**config.mk**
```make
export PLATFORM = sky130hd
export DESIGN_NAME = rec_play_engine
export DESIGN_NICKNAME = d
export VERILOG_FILES = /design/src/rtl/rec_play_engine.sv
export SDC_FILE = /design/constraint.sdc
export NUM_CORES = 1
export LEC_CHECK = 0
export CORE_UTILIZATION = 40
export DETAILED_ROUTE_END_ITERATION = 8
export SYNTH_ARGS = -nofsm -noshare
export SYNTH_HDL_FRONTEND = slang
export SYNTH_SLANG_ARGS = --single-unit
```
**constraint.sdc**
```tcl
create_clock -name clk -period 5.8 [get_ports clk]
set_input_delay 0.87 -clock clk [delete_from_list [all_inputs] [get_ports clk]]
set_output_delay 0.87 -clock clk [all_outputs]
set_load 0.05 [all_outputs]
```
**src/rtl/rec_play_engine.sv**
```systemverilog
// rec_play_engine: two-slot multi-channel audio record/playback engine between codec strobe and RAM wrapper.
// Ports: clk/reset (async active-low); mode/pause/clear/rewind/slot controls; sample_strobe + audio_in frame;
// audio_out/audio_out_valid played frame; ram_* wrapper handshake; state, rec_end, full, overrun, done status.
// Optional build macro REC_PLAY_LOOP_EN: end-of-recording strobe restarts playback at the slot base instead of pulsing done.
module rec_play_engine #(
  parameter int SAMPLE_W = 16,
  parameter int ADDR_W = 26,
  parameter int CHANNELS = 2,
  parameter logic [ADDR_W-1:0] SLOT0_BASE = 26'h0000000,
  parameter logic [ADDR_W-1:0] SLOT1_BASE = 26'h0C00000
) (
  input  logic                         clk,
  input  logic                         reset,
  input  logic [1:0]                   mode,
  input  logic                         pause,
  input  logic                         clear,
  input  logic                         rewind,
  input  logic                         slot,
  input  logic                         sample_strobe,
  input  logic [CHANNELS*SAMPLE_W-1:0] audio_in,
  output logic [CHANNELS*SAMPLE_W-1:0] audio_out,
  output logic                         audio_out_valid,
  input  logic                         ram_rdy,
  input  logic                         ram_rd_pres,
  input  logic [SAMPLE_W-1:0]          ram_rd_data,
  input  logic [ADDR_W-1:0]            ram_max_addr,
  output logic [ADDR_W-1:0]            ram_addr,
  output logic [SAMPLE_W-1:0]          ram_wdata,
  output logic                         ram_we,
  output logic                         ram_rd_req,
  output logic                         ram_rd_ack,
  output logic [2:0]                   state,
  output logic [ADDR_W-1:0]            rec_end,
  output logic                         full,
  output logic                         overrun,
  output logic                         done
);
  localparam int FW = CHANNELS * SAMPLE_W;
  localparam int CW = CHANNELS > 1 ? $clog2(CHANNELS) : 1;
  typedef enum logic [2:0] {IDLE, REC_WAIT, REC_WRITE, PLAY_WAIT, PLAY_REQ, PLAY_DATA, PLAY_OUT} st_t;
  st_t st, st_n;
  logic [ADDR_W-1:0] ptr, end0, end1, base_q, region_end, idle_ptr;
  logic [CW-1:0] ch;
  logic slot_q, got, last_ch, room, play_go, at_end, empty, busy;
  logic [FW-1:0] stage, frame;
  assign base_q = slot_q ? SLOT1_BASE : SLOT0_BASE;
  assign region_end = slot_q ? ram_max_addr : SLOT1_BASE - 1'b1;
  assign idle_ptr = rewind ? (slot ? SLOT1_BASE : SLOT0_BASE) : ptr;
  assign rec_end = slot_q ? end1 : end0;
  assign last_ch = ch == CW'(CHANNELS - 1);
  assign room = ptr <= region_end;
  assign at_end = ptr == rec_end;
  assign empty = rec_end == base_q;
  assign play_go = st == PLAY_WAIT && mode == 2'b10 && sample_strobe && !pause;
  assign busy = st == REC_WRITE || st == PLAY_REQ || st == PLAY_DATA || st == PLAY_OUT;
  assign state = st;
  assign audio_out_valid = st == PLAY_OUT;
  assign ram_addr = (ram_we || ram_rd_req) ? ptr : '0;
  assign ram_wdata = ram_we ? stage[ch*SAMPLE_W +: SAMPLE_W] : '0;
  always_comb begin
    st_n = st;
    ram_we = 1'b0;
    ram_rd_req = 1'b0;
    ram_rd_ack = 1'b0;
    done = 1'b0;
    case (st)
      IDLE: st_n = mode == 2'b01 ? REC_WAIT : mode == 2'b10 ? PLAY_WAIT : IDLE;
      REC_WAIT: st_n = mode != 2'b01 ? IDLE : sample_strobe ? REC_WRITE : REC_WAIT;
      REC_WRITE: begin
        ram_we = room && ram_rdy;
        st_n = (!room || (ram_rdy && last_ch)) ? REC_WAIT : REC_WRITE;
      end
      PLAY_WAIT: begin
        if (mode != 2'b10) st_n = IDLE;
        else if (play_go && !at_end) st_n = PLAY_REQ;
`ifdef REC_PLAY_LOOP_EN
        else if (play_go && !empty) st_n = PLAY_REQ;
`else
        else if (play_go) begin
          done = 1'b1;
          st_n = IDLE;
        end
`endif
      end
      PLAY_REQ: begin
        ram_rd_req = ram_rdy;
        st_n = ram_rdy ? PLAY_DATA : PLAY_REQ;
      end
      PLAY_DATA: begin
        ram_rd_ack = got;
        st_n = !got ? PLAY_DATA : last_ch ? PLAY_OUT : PLAY_REQ;
      end
      PLAY_OUT: st_n = PLAY_WAIT;
      default: st_n = IDLE;
    endcase
  end
  always_ff @(posedge clk or negedge reset) begin
    if (!reset) begin
      st <= IDLE;
      ptr <= SLOT0_BASE;
      end0 <= SLOT0_BASE;
      end1 <= SLOT1_BASE;
      slot_q <= 1'b0;
      ch <= '0;
      got <= 1'b0;
      stage <= '0;
      frame <= '0;
      audio_out <= '0;
      full <= 1'b0;
      overrun <= 1'b0;
    end else begin
      st <= st_n;
      if (sample_strobe && busy) overrun <= 1'b1;
      if (st == IDLE) begin
        slot_q <= slot;
        ptr <= idle_ptr;
        if (slot != slot_q) full <= 1'b0;
        // Starting a recording truncates the slot at the current pointer.
        if (mode == 2'b01 && slot) end1 <= idle_ptr;
        if (mode == 2'b01 && !slot) end0 <= idle_ptr;
      end
      if (st == REC_WAIT && mode == 2'b01 && sample_strobe) begin
        stage <= clear ? '0 : audio_in;
        ch <= '0;
      end
      if (st == REC_WRITE && !room) full <= 1'b1;
      if (ram_we) begin
        ptr <= ptr + 1'b1;
        ch <= ch + 1'b1;
        if (slot_q) end1 <= ptr + 1'b1;
        else end0 <= ptr + 1'b1;
      end
      if (play_go) begin
        ch <= '0;
`ifdef REC_PLAY_LOOP_EN
        if (at_end) ptr <= base_q;
`endif
      end
      // got splits PLAY_DATA into capture and acknowledge cycles.
      if (st == PLAY_DATA && !got && ram_rd_pres) begin
        frame[ch*SAMPLE_W +: SAMPLE_W] <= ram_rd_data;
        got <= 1'b1;
      end
      if (ram_rd_ack) begin
        got <= 1'b0;
        ptr <= ptr + 1'b1;
        ch <= ch + 1'b1;
        if (last_ch) audio_out <= frame;
      end
      if (rewind) begin
        full <= 1'b0;
        overrun <= 1'b0;
      end
    end
  end
endmodule

```
==> results of run 1 <==
[power by group through the flow]
stage	Sequential, uW	Clock (uW)	Combinational [uW]
2_1_floorplan	1740	0	1340
3_3_place_gp	1810	0	1920
3_5_place_dp	1810	0	1930
4_1_cts	1790	1170	1930
5_1_grt	1830	1220	2070
6_report	1790	1150	1920
[registers in the layout, summed over array words and instances (netlist names)]
register / count
ch: 1
ptr: 26
overrun: 1
slot_q: 1
audio_out: 32
end1: 26
state: 3
got: 1
stage: 32
frame: 32
end0: 26
full: 1
[final cells by class]
cell class,instances,area (um2)
clock inverter,15,161
clock buffer,17,425
tap,324,405
multi-input combinational,702,4940
sequential,182,4560
fill,2225,11600
timing repair buffer,218,2060
inverter,12,45.0
[logic make-up after synthesis]
group	count (synthesis)	share of synthesized area
xor+xnor	47	0.0419
fa+ha+maj	29	0.0369
flops	182	0.464
compound gates	187	0.123
simple gates	325	0.172
buf+inv	87	0.0354
mux	114	0.128
[worst max-delay path: cells and delay by family, from the launching register on]
family / cells / cell delay, ns
AO/OA/AOI/OAI: 5 / 1.29
adder cells (fa/ha/maj): 1 / 0.26
buffers and inverters: 2 / 1.05
flip-flops: 1 / 0.96
AND/OR/NAND/NOR: 2 / 0.42
[metrics by stage]
step                      instances  cell area [um2]  utilization
after floorplan                 971             9830            -
after global placement         1438            12000        0.497
after detailed placement       1438            12000        0.497
after CTS                      1470            12600        0.521
after global routing           1470            12600        0.521
final                          1470            12600        0.521
[cells in the final DEF (no fill, tap or decap), drive strengths merged, types with 2 or more instances in the layout]
cell / instances
a211oi: 15
a21o: 2
a21oi: 38
a221o: 9
a22o: 2
a22oi: 4
a32oi: 12
and2: 31
and3: 7
and4: 2
buf: 51
clkbuf: 17
clkdlybuf4s50: 167
clkinv: 8
dfrtp: 180
dfstp: 2
ha: 29
inv: 18
mux2: 91
mux2i: 23
nand2: 84
nand2b: 47
nand3: 23
nand3b: 2
nand4: 14
nand4b: 3
nor2: 58
nor2b: 26
nor3: 10
nor3b: 11
nor4: 2
o211ai: 2
o21a: 2
o21ai: 75
o2bb2ai: 15
o31ai: 2
or3: 2
xnor2: 22
xor2: 25
[layer usage]
| metal | vias up | wire length [um] | GRT usage |
|---|---|---|---|
| met2 | 235 | 12400 | 0.342 |
| met4 | 0 | 430 | 0.0653 |
| met3 | 29 | 1530 | 0.0434 |
| li1 | 3724 | - | - |
| met5 | - | 0 | 0 |
| met1 | 3744 | 13000 | 0.314 |
[worst min-delay path by stage]
stage / from / to / cells after the start
2_1_floorplan: stage[0]$_DFFE_PN0P_ / stage[0]$_DFFE_PN0P_ / 2
3_3_place_gp: stage[7]$_DFFE_PN0P_ / stage[7]$_DFFE_PN0P_ / 2
3_5_place_dp: stage[1]$_DFFE_PN0P_ / stage[1]$_DFFE_PN0P_ / 2
4_1_cts: stage[29]$_DFFE_PN0P_ / stage[29]$_DFFE_PN0P_ / 2
5_1_grt: stage[26]$_DFFE_PN0P_ / stage[26]$_DFFE_PN0P_ / 2
6_report: reset / frame[7]$_DFFE_PN0P_ / 1
==> results_dict.tcl, run 1 <==
set metrics [dict create \
    syn-cell-area_um2 9830 \
    pwr-share-seq 0.368 \
    r2r-end "end1[7]$_DFF_PN0_" \
    synth_top_area_share 0.458 \
    min_period_over_period 0.917 \
    hold_path.class "primary input to async pin" \
    rsz0062_at_grt "false" \
    clockBufferDepth 2 \
    wire_per_inst_um 18.6 \
    cts_tree "built" \
    worst_pin_slew_ns 1.07 \
    io_buffers 194 \
    finalSetupTns_ns 0 \
    vias_per_cell 5.26 \
    cts-hold-fix-buffers 0 \
    io_pins 195 \
    drt_first_iter_violations 486 \
    p_leak_uw 0.00555 \
    slew_viol_final 0 \
    grt_pass1_vias 7595 \
    outcome "complete, no violations" \
    synth_commonest_cells "dfrtp_1 (180), mux2_2 (91), nand2_1 (84), o21ai_0 (69), nor2_1 (58)" \
    setup_viol 0 \
    syn_to_final_growth_pct 28.1 \
    synthArstFlopShare 1.00 \
    vdd_drop_max_mv 0.205 \
    die_y_um 159 \
    grt_pass1_wl_mm 43.6 \
    ys_ff_latch 182 \
    fin_nets 1247 \
    p_sw_uw 1970 \
    antenna_left 0 \
    cp-endpoint "ram_wdata[14]" \
    drc 0 \
    ys.flop_type "dfrtp_1" \
    diodes 0 \
    rr_startpoint "slot_q$_DFFE_PN0P_" \
    layout_setup_ws_ns 0.481 \
    drive_gt1_frac 0.165 \
    worst-endpoint-arrival_ns 4.45 \
    crit_start "slot_q$_DFFE_PN0P_" \
    synth_most_common_cell "dfrtp_1" \
    finalPower_uw 4860 \
    synth.distinct_cells 59 \
    synth_edf_count 0 \
    finalHoldViolations 0 \
    p_int_uw 2890 \
    rows 57 \
    die-area_um2 25200 \
    syn_avg_cell_area_um2 10.1 \
    reg2reg_depth 10 \
    cts_num_sinks 182 \
    die_width_um 159 \
    clk_latency_ns 0.44 \
    grt_usage 0.222 \
    cpPeakStageDelay_ns 0.96 \
    max-cap-violations 0 \
    syn-num-nets 1085 \
    grt_max_degree 86 \
    pwr-share-comb 0.395 \
    worst_slew_margin_rel 0.284 \
    cts_setup_buffers 0 \
    cp_max_fo 44 \
    fmax_mhz 188 \
    yosysSeqAreaShare 0.464 \
    reg2reg_slack_ns 1.55 \
    first_pass_iters 5 \
    p_clk_frac 0.236 \
    antenna_found_initial 0 \
    sw_frac_of_total 0.406 \
    required_ns 4.93 \
    dp.final_hpwl_mm 19.1 \
    pwr_density_cell_nw_per_um2 386 \
    end_kind "primary output" \
    route.vias.total 7732 \
    htree_levels 4 \
    clk_pin_slew_worst_paths_ns 0.08 \
    whs_ns 0.468 \
    cts_buffers 17 \
    fin_crit_ns 5.32 \
    finClkSkew_ns 0.0146 \
    cts_resized 0 \
    yosysWarnings 0 \
    root_buffer "clkbuf_16" \
    crit_slowest_cell "dfrtp_2" \
    synth_area_leaders "dfrtp_1 (46%), mux2_2 (10%), ha_1 (3.7%)" \
    path_cells "nor2b_1 -> ha_1 -> a21oi_1 -> o21ai_0 -> a2111oi_1 -> buf_4 -> o31a_1 -> o21ai_2 -> nor2_1 -> clkdlybuf4s50_1" \
    syn_inst 971 \
    critPathLaunchType "flip-flop" \
    pre_cts_slack_ns 0.759 \
    start_util 0.407 \
    core_um2 24200 \
    path_class "flip-flop to primary output" \
    finalWirelength_mm 27.4 \
    place_congestion 0.814 \
    synth_area_leader_cell "dfrtp_1" \
    grt_overflow 0 \
]
No activity file was read; power rests on OpenSTA's default activity.
==> inputs of run 2 (changes only) <==
==> constraint.sdc (replaced) <==
create_clock -name clk -period 5.5 [get_ports clk]
set_input_delay 0.825 -clock clk [delete_from_list [all_inputs] [get_ports clk]]
set_output_delay 0.825 -clock clk [all_outputs]
set_load 0.05 [all_outputs]
==> results_dict.tcl, run 2 (synthesis gave the netlist of run 1 again) <==
set metrics [dict create \
    outcome "complete, no violations" \
    route.vias.total 7775 \
    finalPower_uw 5170 \
    grt_max_degree 86 \
    fin_crit_ns 5.10 \
    core_um2 24200 \
    setup_viol 0 \
    p_leak_uw 0.00562 \
    p_int_uw 3060 \
    antenna_left 0 \
    max-cap-violations 0 \
    grt_usage 0.223 \
    reg2reg_depth 9 \
    cts_tree "built" \
    pwr-share-seq 0.362 \
    cts_setup_buffers 0 \
    vias_per_cell 5.30 \
    drive_gt1_frac 0.161 \
    syn_to_final_growth_pct 31.7 \
    first_pass_iters 5 \
    cts-hold-fix-buffers 0 \
    grt_pass1_wl_mm 43.8 \
    drt_first_iter_violations 458 \
    rows 57 \
    slew_viol_final 0 \
    use_met2 0.343 \
    mostFrequentLayoutCell "dfrtp_1" \
    die-area_um2 25200 \
    pre_cts_slack_ns 0.535 \
    place_congestion 0.803 \
    cts_buffers 17 \
    whs_ns 0.435 \
    antenna_found_initial 1 \
    drc 0 \
    gr-usage-met3 0.0455 \
    grt_overflow 0 \
    pwr-share-comb 0.394 \
    p_sw_uw 2110 \
    fin_nets 1243 \
    io_buffers 194 \
    wire_per_inst_um 18.7 \
    finalHoldViolations 0 \
    pwr_density_cell_nw_per_um2 400 \
    rsz0062_at_grt "false" \
    die_width_um 159 \
    required_ns 4.68 \
    worst-endpoint-arrival_ns 4.27 \
    path_class "flip-flop to primary output" \
    cts_resized 0 \
    htree_levels 4 \
    clockBufferDepth 2 \
    final_cells 1467 \
    io_pins 195 \
    vdd_drop_max_mv 0.223 \
    reg2reg_slack_ns 1.45 \
    final_cell_mix "dfrtp_1 (179), clkdlybuf4s50_1 (167), mux2_2 (91)" \
    r2r-end "ptr[0]$_DFFE_PN0P_" \
    end_kind "primary output" \
    cts_num_sinks 182 \
    grt_busiest_layer "met2" \
    min_period_over_period 0.927 \
    worst_slew_margin_rel 0.260 \
    p_clk_frac 0.244 \
    crit_start "slot_q$_DFFE_PN0P_" \
    met1_usage 0.321 \
    layout_setup_ws_ns 0.401 \
    worst_pin_slew_ns 1.10 \
    sw_frac_of_total 0.408 \
    reg_top3 "audio_out (32), frame (32), stage (32)" \
    die_y_um 159 \
    clk_pin_slew_worst_paths_ns 0.09 \
    fill_cells 2214 \
    start_util 0.407 \
    fmax_mhz 196 \
    dpl.cell_count 1434 \
    finClkSkew_ns 0.0150 \
    dp.final_hpwl_mm 18.8 \
    critPathLaunchType "flip-flop" \
    clk_latency_ns 0.44 \
    finalWirelength_mm 27.4 \
    grt_pass1_vias 7584 \
    root_buffer "clkbuf_16" \
    rr_startpoint "slot_q$_DFFE_PN0P_" \
    hold_path.class "primary input to async pin" \
    cp_max_fo 35 \
    finalSetupTns_ns 0 \
]
-- run 2: layer usage --
metal  wire, um  vias up
met4        244        0
met3       1710       18
li1           -     3738
met5          0        -
met1      12700     3757
met2      12700      262
-- run 2: stage by stage --
stage          utilization  area [um2]
2_1_floorplan            -        9830
3_3_place_gp         0.509       12300
3_5_place_dp         0.509       12300
4_1_cts              0.535       12900
5_1_grt              0.535       12900
6_report             0.535       12900
-- run 2: layout make-up --
cell class | instances | area [um2] | area share
well taps | 324 | 405 | 0.0313
repair buffers | 214 | 2370 | 0.183
clock buffers | 17 | 425 | 0.0329
inverters | 12 | 45.0 | 0.00348
flip-flops and latches | 182 | 4560 | 0.352
diodes | 1 | 2.50 | 0.000193
multi-input cells | 702 | 4930 | 0.381
clock inverters | 15 | 209 | 0.0161
-- run 2: worst max-delay path, stage by stage (launching register included) --
cell and delay (ns):
dfrtp_2 0.77, nor2b_1 0.23, ha_1 0.27, a21oi_1 0.15, o21ai_0 0.12, a2111oi_1 0.59, buf_4 0.23, o31a_1 0.17
o21ai_2 0.26, nor2_1 0.21, clkdlybuf4s50_1 0.82
-- run 2: power groups by stage --
stage | Sequential [uW] | Clock (uW) | Combinational [uW]
finish | 1870 | 1260 | 2040
global placement | 1890 | 0 | 2030
CTS | 1880 | 1300 | 2050
floorplan | 1840 | 0 | 1410
detailed placement | 1900 | 0 | 2040
global route | 1920 | 1340 | 2200
-- run 2: worst max-delay path by stage --
| stage | endpoint | cells after the start |
|---|---|---|
| 2_1_floorplan | ram_wdata[10] | 13 |
| 3_3_place_gp | ram_wdata[8] | 11 |
| 3_5_place_dp | ram_wdata[9] | 11 |
| 4_1_cts | ram_wdata[9] | 10 |
| 5_1_grt | ram_wdata[10] | 10 |
| 6_report | ram_wdata[10] | 10 |
